`src/rtl/alu_arbiter.sv`:
```
// Two-requester arbiter in front of one shared combinational ALU.
// Define ALU_ARB_FIXED_PRIO_EN for fixed priority (req0 wins); default is round robin.
module alu_arbiter #(
  parameter int CNT_W = 8
) (
  input  logic             clk,
  input  logic             rst,
  input  logic             req0_valid,
  input  logic             req1_valid,
  output logic             req0_ready,
  output logic             req1_ready,
  input  logic [3:0]       req0_a,
  input  logic [3:0]       req0_b,
  input  logic [3:0]       req1_a,
  input  logic [3:0]       req1_b,
  input  logic [1:0]       req0_sel,
  input  logic [1:0]       req1_sel,
  output logic [3:0]       alu_a,
  output logic [3:0]       alu_b,
  output logic [1:0]       alu_sel,
  input  logic [3:0]       alu_out,
  input  logic             alu_carry,
  input  logic             alu_zero,
  output logic             rsp_valid,
  input  logic             rsp_ready,
  output logic             rsp_id,
  output logic [3:0]       rsp_out,
  output logic             rsp_carry,
  output logic             rsp_zero,
  output logic [CNT_W-1:0] gnt_cnt0,
  output logic [CNT_W-1:0] gnt_cnt1
);

  typedef enum logic [1:0] {
    IDLE = 2'd0,
    EXEC = 2'd1,
    RESP = 2'd2
  } state_t;

  state_t state;
  state_t state_nxt;

  logic any_valid;
  logic gnt1;
  logic accept;
  logic op_id;

  assign any_valid = req0_valid | req1_valid;
  assign accept    = (state == IDLE) & any_valid;

`ifdef ALU_ARB_FIXED_PRIO_EN
  assign gnt1 = req1_valid & ~req0_valid;
`else
  logic last_gnt;

  // req1 wins alone, or under contention when req0 was granted last
  assign gnt1 = req1_valid & (~req0_valid | ~last_gnt);

  // remember who was granted most recently
  always_ff @(posedge clk or posedge rst) begin
    if (rst)
      last_gnt <= 1'b1;
    else if (accept)
      last_gnt <= gnt1;
  end
`endif

  // state register
  always_ff @(posedge clk or posedge rst) begin
    if (rst)
      state <= IDLE;
    else
      state <= state_nxt;
  end

  // next-state logic
  always_comb begin
    state_nxt = state;
    unique case (state)
      IDLE:    if (any_valid) state_nxt = EXEC;
      EXEC:    state_nxt = RESP;
      RESP:    if (rsp_ready) state_nxt = IDLE;
      default: state_nxt = IDLE;
    endcase
  end

  // handshake outputs decoded from state
  always_comb begin
    req0_ready = 1'b0;
    req1_ready = 1'b0;
    rsp_valid  = 1'b0;
    unique case (state)
      IDLE: begin
        req0_ready = any_valid & ~gnt1;
        req1_ready = gnt1;
      end
      RESP:    rsp_valid = 1'b1;
      default: ;
    endcase
  end

  // latch the granted op into the ALU operand registers
  always_ff @(posedge clk or posedge rst) begin
    if (rst) begin
      alu_a   <= '0;
      alu_b   <= '0;
      alu_sel <= '0;
      op_id   <= 1'b0;
    end else if (accept) begin
      alu_a   <= gnt1 ? req1_a   : req0_a;
      alu_b   <= gnt1 ? req1_b   : req0_b;
      alu_sel <= gnt1 ? req1_sel : req0_sel;
      op_id   <= gnt1;
    end
  end

  // capture the ALU result one cycle after the operands settle
  always_ff @(posedge clk or posedge rst) begin
    if (rst) begin
      rsp_id    <= 1'b0;
      rsp_out   <= '0;
      rsp_carry <= 1'b0;
      rsp_zero  <= 1'b0;
    end else if (state == EXEC) begin
      rsp_id    <= op_id;
      rsp_out   <= alu_out;
      rsp_carry <= alu_carry;
      rsp_zero  <= alu_zero;
    end
  end

  // per-requester accept counters, free-running wrap
  always_ff @(posedge clk or posedge rst) begin
    if (rst) begin
      gnt_cnt0 <= '0;
      gnt_cnt1 <= '0;
    end else if (accept) begin
      if (gnt1)
        gnt_cnt1 <= gnt_cnt1 + 1'b1;
      else
        gnt_cnt0 <= gnt_cnt0 + 1'b1;
    end
  end

endmodule

```
`config.mk`:
```
export PLATFORM = sky130hd
export DESIGN_NAME = alu_arbiter
export DESIGN_NICKNAME = d
export VERILOG_FILES = /design/src/rtl/alu_arbiter.sv
export SDC_FILE = /design/constraint.sdc
export NUM_CORES = 1
export LEC_CHECK = 0
export ABC_AREA = 1
export BUFFER_PORTS_ARGS = -buffer_cell sky130_fd_sc_hd__buf_2
export CORE_MARGIN = 5
export CORE_UTILIZATION = 40
export CTS_CLUSTER_SIZE = 25
export DETAILED_ROUTE_END_ITERATION = 10
export PLACE_DENSITY = 0.67
export SLEW_MARGIN = 20
export SYNTH_ARGS = -nofsm -noshare
export SYNTH_HDL_FRONTEND = slang
export SYNTH_SLANG_ARGS = --single-unit
export TNS_END_PERCENT = 10
```
`constraint.sdc`:
```
create_clock -name clk -period 2.7 [get_ports clk]
set_clock_uncertainty 0.2 [all_clocks]
set_input_delay 0.405 -clock clk [delete_from_list [all_inputs] [get_ports clk]]
set_output_delay 0.405 -clock clk [all_outputs]
set_load 0.1 [all_outputs]
```
==> summary.txt <==
Status
  • Result of the run: complete, no violations

Timing
  • Highest Clock Rate: 424 MHz
  • Count of pins over their slew limit: 0
  • Minimum clock period after layout: 2.36 ns
  • Setup Viol. Count Final: 0
  • Final-layout worst hold slack: 0.0169 ns
  • Final hold viol count: 0
  • Worst-Margin Slew: 0.492 ns
  • Tcrit/Tclk final: 87.3%
  • Setup TNS: 0 ns
  • Relative slew margins: 67.4%
  • Setup repair after global routing missed its margin: no

Routing
  • Wire length reported by the detailed router: 3.68 mm
  • Via total after detailed routing: 1,549
  • Number of nets with antenna violations after routing: 0
  • Vias per Instance: 4.58
  • DR WL/cell: 10.9 um
  • Number of search-and-repair iterations in the first detailed-routing pass: 4
  • Count of routing violations after the opening detailed-route iteration: 39
  • Number of remaining DRC errors: 0

Placement
  • Placer congestion estimate: 0.734
  • IO Port Bufs: 66
  • Detailed placer's ending HPWL: 2.75 mm

Synth
  • Synthesized area per cell: 8.45 um2
  • Number of instances in the synthesized netlist: 214
  • Number of warning messages in the yosys log: 0
  • Netlist area before placement: 0.00181 mm2
  • Register bit count reported by yosys: 37
  • Number of nets in the synthesized netlist: 247
  • Portion of the post-synthesis area used by sequential elements: 51.2%
  • Netlist cell types: 25

Layout
  • Area added between synthesis and finish: 28.5%
  • Final layout net count: 318
  • Fill cell count: 432
  • Most frequent cells in the layout: sky130_fd_sc_hd__nand2_1 (90), sky130_fd_sc_hd__buf_2 (65), sky130_fd_sc_hd__dfrtp_1 (36)
  • Commonest non-fill, non-tap cell in the layout: sky130_fd_sc_hd__nand2_1
  • Antenna diode count: 0
  • Fraction of final layout cells with drive strength greater than 1: 32.5%

Clocking
  • Clock-pin slew on the worst setup and hold paths: 0.07 ns
  • Root buffer cell: sky130_fd_sc_hd__clkbuf_8
  • TritonCTS Sinks: 37
  • Deepest clock path buffer count: 2
  • Hold-fix buffers, CTS: 0
  • Total of cells resized after clock tree synthesis: 0
  • TritonCTS clock tree: done
  • Number of CTS-inserted buffers: 5
  • Clk Latency, worst-skew pair: 0.29 ns
  • Buffers inserted by post-CTS timing repair: 0
  • Htree depth: 2

GRT
  • Pin count of the biggest net entering global routing: 38
  • Number of antenna violations at the first check in global routing: 0
  • Overall fraction of global-route tracks in use: 13.9%
  • Total global routing overflow: 0
  • First-pass GRT wire length: 6.91 mm
  • Via count of the first global-routing pass: 1,582

Critical path
  • Highest fanout seen on the critical path: 21
  • Endpoint of the worst-slack reg-to-reg timing path: gnt_cnt0[2]$_DFFE_PP0P_
  • Arrival time at the worst endpoint: 1.75 ns
  • Start of the worst register-to-register path: last_gnt$_DFFE_PP1N_
  • Worst R2R Path Depth: 8
  • Setup crit start kind: register
  • Crit Path Category: reg2out
  • Worst-case register-to-register setup slack: 0.74 ns
  • Element type at the critical path end: output pin
  • Critical Path RT: 2.10 ns

Die
  • Initial core utilization: 41.3%
  • Total number of placement rows: 24
  • Top-level I/O count: 67
  • Die Y: 77.3 um
  • Core outline area: 0.00438 mm2
  • Die Outline Area: 0.00597 mm2
  • Die W: 77.3 um

Hold path
  • Worst min-delay path category: in2async

Flow run
  • Number of violations of the max-capacitance limit: 0
-- critical path: stages (launching register included) --
cell	delay, ns
sky130_fd_sc_hd__dfstp_2	0.54
sky130_fd_sc_hd__nand2_1	0.06
sky130_fd_sc_hd__nand2_2	0.28
sky130_fd_sc_hd__inv_2	0.10
sky130_fd_sc_hd__nand2_4	0.12
sky130_fd_sc_hd__inv_1	0.06
sky130_fd_sc_hd__buf_2	0.29
-- synth_stat cells, drive strengths merged --
cell    number  area share [%]
mux2         6             3.7
nor2        10             2.6
buf          6             2.5
xnor2        4             1.9
nor3         1            0.28
nand3        7             1.9
inv         25             5.2
ha           2             1.4
nand3b       4             1.7
nand4        1            0.35
dfrtp       36              50
o211ai      10             4.1
dfstp        1             1.5
nand2       93              20
xor2         1            0.90
o21ai        7             2.1
-- how the worst max path moves through the flow --
stage / endpoint / cells past startpoint / start
after floorplan: rsp_valid / 2 / state[1]$_DFFE_PP0P_
after global placement: req1_ready / 7 / req0_valid
after detailed placement: req1_ready / 7 / req0_valid
after CTS: req1_ready / 6 / last_gnt$_DFFE_PP1N_
after global routing: req1_ready / 6 / last_gnt$_DFFE_PP1N_
final: req1_ready / 6 / last_gnt$_DFFE_PP1N_
-- layer usage --
metal	vias to the layer above	GRT usage [%]	share of wire, %
met5	-	0	0
met4	0	4.30	1.2
met3	6	4.33	7.3
met2	47	21.1	44
met1	688	18.9	47
li1	808	-	-
-- logic make-up after synthesis --
family	share of synthesized area, %
simple gates	26.8
flops	51.2
buf+inv	7.68
compound gates	6.29
mux	3.73
xor+xnor	2.84
fa+ha+maj	1.38
-- sequential cells by signal, indices dropped and copies added (netlist names) --
signal / count
rsp_carry: 1
alu_sel: 2
gnt_cnt1: 8
last_gnt: 1
op_id: 1
state: 2
alu_a: 4
gnt_cnt0: 8
rsp_out: 4
rsp_zero: 1
rsp_id: 1
alu_b: 4
-- layout make-up --
cell class	count	area (um2)	share of cell area, %
Tap cell	52	65.1	2.80
Clock inverter	2	37.5	1.61
Multi-Input combinational cell	146	743	32.0
Inverter	25	93.8	4.04
Clock buffer	6	82.6	3.55
Timing Repair Buffer	70	375	16.1
Sequential cell	37	927	39.9
-- metrics by stage --
stage	cell area (um2)	setup slack (ns)	utilization (%)	std cells
2_1_floorplan	1810	0.373	-	214
3_3_place_gp	2200	0.550	50.3	330
3_5_place_dp	2200	0.522	50.3	330
4_1_cts	2320	0.322	53.0	338
5_1_grt	2320	0.220	53.0	338
6_report	2320	0.344	53.0	338
Power is left out: the tool's default activity adds up to more than one toggle a clock period on the data nets, which glitch-free logic cannot reach.
